`config.mk`:
```
export PLATFORM = sky130hd
export DESIGN_NAME = bvh_trav_ctrl
export DESIGN_NICKNAME = d
export VERILOG_FILES = /design/src/rtl/bvh_trav_ctrl.sv
export SDC_FILE = /design/constraint.sdc
export NUM_CORES = 1
export LEC_CHECK = 0
export BUFFER_PORTS_ARGS = -buffer_cell sky130_fd_sc_hd__buf_2
export CAP_MARGIN = 25
export CORE_MARGIN = 1
export CORE_UTILIZATION = 33
export DETAILED_ROUTE_END_ITERATION = 10
export RECOVER_POWER = 50
export SLEW_MARGIN = 20
export SYNTH_ARGS = -nofsm -noshare
export SYNTH_HDL_FRONTEND = slang
export SYNTH_SLANG_ARGS = --single-unit
```
`constraint.sdc`:
```
create_clock -name clk -period 4 [get_ports clk]
set_input_delay 0.2 -clock clk [delete_from_list [all_inputs] [get_ports clk]]
set_output_delay 0.2 -clock clk [all_outputs]
set_load 0.02 [all_outputs]
```
`src/rtl/bvh_trav_ctrl.sv`:
```
// bvh_trav_ctrl: per-ray BVH traversal FSM; descends into the nearer hit child and
// keeps farther hit children on a bounded LIFO, handing leaves to the primitive tester.
module bvh_trav_ctrl #(
    parameter int DEPTH = 32,
    parameter int IDX_W = 24,
    parameter int CNT_W = 16
) (
    input  logic             clk,
    input  logic             reset,
    input  logic             start_valid,
    output logic             start_ready,
    input  logic [IDX_W-1:0] root_node,
    input  logic             abort,
    output logic             req_valid,
    input  logic             req_ready,
    output logic [IDX_W-1:0] req_node,
    input  logic             res_valid,
    output logic             res_ready,
    input  logic             res_leaf,
    input  logic [31:0]      res_tmin0,
    input  logic [31:0]      res_tmax0,
    input  logic [31:0]      res_tmin1,
    input  logic [31:0]      res_tmax1,
    input  logic [IDX_W-1:0] res_child0,
    input  logic [IDX_W-1:0] res_child1,
    output logic             leaf_valid,
    input  logic             leaf_ready,
    output logic [IDX_W-1:0] leaf_node,
    output logic             done,
    output logic             overflow,
    output logic [CNT_W-1:0] visited
);
    localparam int SPW = $clog2(DEPTH + 1);
    localparam int AW  = DEPTH > 1 ? $clog2(DEPTH) : 1;
    typedef enum logic [2:0] {IDLE, REQ, WAIT, LEAF, DONE} state_t;
    state_t           state_q, state_d;
    logic [IDX_W-1:0] cur_q, cur_d;
    logic [SPW-1:0]   sp_q, sp_d;
    logic             ovf_q, ovf_d;
    logic [CNT_W-1:0] vis_q, vis_d;
    logic [IDX_W-1:0] stk_q [DEPTH];
    logic [IDX_W-1:0] far;
    logic [AW-1:0]    top_idx;
    logic             push, full, do_pop, hit0, hit1, near1;
    // Maps IEEE-754 bit patterns onto unsigned integers with the same total order.
    function automatic logic [31:0] key(input logic [31:0] x);
        return x[31] ? ~x : (x | 32'h8000_0000);
    endfunction
    function automatic logic is_nan(input logic [31:0] x);
        return (x[30:23] == 8'hFF) && (x[22:0] != 23'd0);
    endfunction
    assign hit0    = !is_nan(res_tmin0) && !is_nan(res_tmax0) && (key(res_tmin0) <= key(res_tmax0));
    assign hit1    = !is_nan(res_tmin1) && !is_nan(res_tmax1) && (key(res_tmin1) <= key(res_tmax1));
    assign near1   = key(res_tmin1) < key(res_tmin0);
    assign full    = sp_q == SPW'(DEPTH);
    assign top_idx = AW'(sp_q - 1'b1);
    always_comb begin
        state_d = state_q;
        cur_d   = cur_q;
        sp_d    = sp_q;
        ovf_d   = ovf_q;
        vis_d   = vis_q;
        far     = res_child1;
        push    = 1'b0;
        do_pop  = 1'b0;
        if (state_q != IDLE && abort) begin
            state_d = IDLE;
            sp_d    = '0;
        end else begin
            case (state_q)
                IDLE: if (start_valid) begin
                    cur_d   = root_node;
                    sp_d    = '0;
                    ovf_d   = 1'b0;
                    vis_d   = '0;
                    state_d = REQ;
                end
                REQ: if (req_ready) begin
                    vis_d   = &vis_q ? vis_q : vis_q + 1'b1;
                    state_d = WAIT;
                end
                WAIT: if (res_valid) begin
                    if (res_leaf) begin
                        state_d = LEAF;
                    end else if (hit0 && hit1) begin
                        cur_d   = near1 ? res_child1 : res_child0;
                        far     = near1 ? res_child0 : res_child1;
                        push    = !full;
                        ovf_d   = ovf_q | full;
                        sp_d    = full ? sp_q : sp_q + 1'b1;
                        state_d = REQ;
                    end else if (hit0 || hit1) begin
                        cur_d   = hit0 ? res_child0 : res_child1;
                        state_d = REQ;
                    end else begin
                        do_pop = 1'b1;
                    end
                end
                LEAF: do_pop = leaf_ready;
                DONE: state_d = IDLE;
                default: state_d = IDLE;
            endcase
            if (do_pop) begin
                state_d = (sp_q == '0) ? DONE : REQ;
                cur_d   = (sp_q == '0) ? cur_q : stk_q[top_idx];
                sp_d    = (sp_q == '0) ? sp_q : sp_q - 1'b1;
            end
        end
    end
    always_ff @(posedge clk or posedge reset) begin
        if (reset) begin
            state_q <= IDLE;
            cur_q   <= '0;
            sp_q    <= '0;
            ovf_q   <= 1'b0;
            vis_q   <= '0;
        end else begin
            state_q <= state_d;
            cur_q   <= cur_d;
            sp_q    <= sp_d;
            ovf_q   <= ovf_d;
            vis_q   <= vis_d;
        end
    end
    always_ff @(posedge clk) begin
        if (push) stk_q[AW'(sp_q)] <= far;
    end
    assign start_ready = state_q == IDLE;
    assign req_valid   = state_q == REQ;
    assign res_ready   = state_q == WAIT;
    assign leaf_valid  = state_q == LEAF;
    assign done        = state_q == DONE;
    assign req_node    = cur_q;
    assign leaf_node   = cur_q;
    assign overflow    = ovf_q;
    assign visited     = vis_q;
endmodule

```
==> out/qor.yml <==
logic_synthesis:
  synth_compound_area_share_pct: 3.73
  syn_area_sq_um: 36500
  synthDistinctLibCells: 67
  ys_seq_area_share_pct: 66.7
  synth_ff_type: "edfxtp_1"
  synthSimpleGateAreaFrac_pct: 4.25
  synth_fa_ha_area_share_pct: 3.46
  syn_nets: 2334
  yosysWarningCount: 0
  synthArstFlopShare_pct: 6.11
  synth_mux_area_share_pct: 16.4
  syn-instance-count: 2025
  synth_edf_count: 768
  syn_area_per_cell_sq_um: 18.0
  synth_top_family_by_area: "multiplexers"
  postSynthRegisterBits: 818
  synth_xor_xnor_area_share_pct: 3.31
final_layout:
  drive_gt1_share_pct: 32.4
  num_antenna_cells: 0
  area_growth_pct: 22.5
  finalNonFillerCells: 4009
  final_nets: 2775
floorplan:
  start_util_pct: 33.4
  die_area_sq_um: 112000
  fp-row-count: 121
  die_h_um: 334
  core_area_sq_um: 109000
  io_pins: 278
  die_x_um: 334
status:
  status: "finished, violations left"
  violations: "max-capacitance violations, max-slew violations"
worst_hold_path:
  holdCritPathClass: "input port to register"
power:
  total_power_mw: 28.6
  p_per_area_nw_per_um2: 640
  irDropWorstVdd_uv: 823
  p_leak_nw: 14.9
clock_network:
  clkTransAtPathRegs_ns: 0.06
  htreeDepth: 3
  cts_buffers: 83
  cts_root_buf: "clkbuf_16"
  clock_sinks: 818
  tritoncts: "done"
  clk_path_buf_depth: 3
  insertion_delay_ns: 0.64
critical_path:
  cp_slowest_cell: "dlygate4sd3_1"
  path_cells: "buf_2 -> buf_12 -> xor2_1 -> ha_1 -> a21oi_1 -> nand2_1 -> a221o_1 -> o311a_1 -> a211oi_4 -> buf_4 -> o31a_2 -> mux2_4 -> o31ai_1 -> dlygate4sd3_1"
  cp-start-kind: "input port"
  crit_path_max_fanout: 48
  worstPathRequired_ns: 4.57
  setup.worst_path.end_class: "register"
  worstPathArrival_ns: 4.39
  crit_type: "input port to register"
  cp_slowest_stage_delay_ns: 0.60
route:
  dr.first_iter.drc_count: 1958
  avgViaCountPerCell: 5.16
  wl_per_cell_um: 23.2
  drtAntennaViolNets: 0
  routed_wl_um: 92800
  drc: 0
  via_count: 20700
  dr.pass1.iters: 5
timing:
  slew_viol_final: 30
  setup_viol: 0
  fin_crit_ns: 3.82
  period_share_pct: 95.6
  max_freq_ghz: 0.261
  finClkSkew_ns: 0.0444
  hold_viol: 0
  tightest_slew_ns: 2.17
  slew_headroom_pct: -44.8
  rsz0062_at_grt: "no"
  setup_tns_ns: 0
global_route:
  grt-ovfl-total: 0
  antenna_found_initial: 6
  grt_max_degree: 84
  grt_pass1_vias: 21400
  grt_pass1_wl_um: 138000
  grtUsageTotal_pct: 16.5
placed_design:
  gp_congestion: 0.905
  hpwl_um: 66900
  dp_cells: 3799
  portBuffers: 277
flow_run:
  drv_cap: 1
flip-flops by register name, indices dropped and copies added (netlist names):
register and count:
stk_q 768, leaf_node 24, visited 16, sp_q 6, state_q 3, overflow 1
cells in the mapped netlist, drive strengths merged (46+ instances only):
cell    number  share of area, %
edfxtp     768                63
mux4       240                15
ha         101               3.5
buf         78               1.2
nand2       78              0.82
xnor2       76               1.8
nor2        73              0.76
xor2        62               1.5
dfrtp       50               3.4
mux2        49               1.5
clkbuf      46              0.47
stage by stage:
| step | area (sq um) | util (%) | setup slack, ns | hold slack, ns |
|---|---|---|---|---|
| 6_report | 44700 | 40.9 | 0.176 | 0.0248 |
| 5_1_grt | 44700 | 40.9 | 0.0212 | 0.0300 |
| 4_1_cts | 45100 | 41.3 | 0.0242 | 0.00505 |
| 3_5_place_dp | 41800 | 38.3 | -0.180 | 0.280 |
| 3_3_place_gp | 41800 | 38.3 | -0.143 | 0.268 |
| 2_1_floorplan | 36900 | - | -0.144 | 0.385 |
cells by family after synthesis:
| family | after synthesis |
|---|---|
| compound gates | 201 |
| xor+xnor | 138 |
| fa+ha+maj | 101 |
| buf+inv | 170 |
| flops | 818 |
| mux | 292 |
| simple gates | 305 |
final timing paths:
path | from | end | slack, ns | depth (start not counted)
max in group asynchronous | reset | sp_q[0] | 0.84 | 4
worst max register to register | sp_q[0] | leaf_node[22] | 0.28 | 8
worst min-delay path | res_child1[1] | leaf_node[1] | 0.02 | 4
min in group asynchronous | reset | visited[1] | 0.33 | 3
worst min register to register | overflow | overflow | 0.53 | 2
worst max-delay path | res_tmin1[31] | leaf_node[15] | 0.18 | 14
repair_timing:
action,in CTS,in global routing
hold buffers,48,0
setup endpoints to repair,0,15
resized for setup,0,2
setup buffers,0,9
hold endpoints to repair,46,0
report_power, final:
group	switching, mW	leakage (nW)	total (mW)	internal, mW
Clock	3.27	1.36	7.97	4.70
Sequential	0.223	7.55	9.77	9.55
Combinational	5.97	5.95	10.9	4.92
Total	9.46	14.9	28.6	19.2
final cells by class:
type                       instances  area [sq um]
clock buffer                      99          2170
sequential                       818         24300
fill                            9771         64500
multi-input combinational       1037         11800
tap                             1476          1850
inverter                          46           173
timing repair buffer             480          3750
clock inverter                    53           661
placed cells by master (no fill, tap or decap), types with 7 or more instances in the layout:
cell | synthesis | layout
edfxtp_1 | 768 | 768
dlygate4sd3_1 | 0 | 48
clkinv_2 | 0 | 12
nand2_1 | 76 | 73
buf_12 | 0 | 67
clkbuf_2 | 0 | 8
nand3_1 | 23 | 23
clkinv_1 | 1 | 13
o31ai_1 | 29 | 29
xnor2_2 | 0 | 8
ha_1 | 101 | 100
clkinvlp_4 | 0 | 7
o22ai_1 | 26 | 26
nor4_1 | 23 | 22
o21ai_0 | 33 | 33
clkbuf_16 | 0 | 83
xor2_1 | 62 | 58
mux4_2 | 240 | 240
buf_2 | 8 | 218
dfrtp_1 | 50 | 49
a211oi_1 | 28 | 28
mux2_2 | 48 | 24
inv_1 | 45 | 45
buf_4 | 28 | 59
nor2b_1 | 28 | 28
mux2_1 | 0 | 24
nand4_1 | 34 | 34
a21oi_1 | 45 | 44
xnor2_1 | 76 | 68
nor3_1 | 16 | 17
nor2_4 | 0 | 31
bufinv_16 | 0 | 12
clkbuf_1 | 46 | 85
nor2_1 | 71 | 41
critical path: cells and delay by family:
family / cells / cell delay, ns
AO/OA/AOI/OAI: 6 / 1.75
XOR/XNOR: 1 / 0.27
adder cells (fa/ha/maj): 1 / 0.31
buffers and inverters: 4 / 1.21
multiplexers: 1 / 0.51
AND/OR/NAND/NOR: 1 / 0.09
routing by layer:
layer / GRT usage, % / vias to the layer above / share of wire, %
met3: 3.39 / 116 / 7.4
met1: 24.1 / 10600 / 46
met5: 0 / - / 0.013
met4: 4.42 / 2 / 2.3
met2: 24.9 / 844 / 44
li1: - / 9074 / -
No activity file was read; power rests on OpenSTA's default activity.
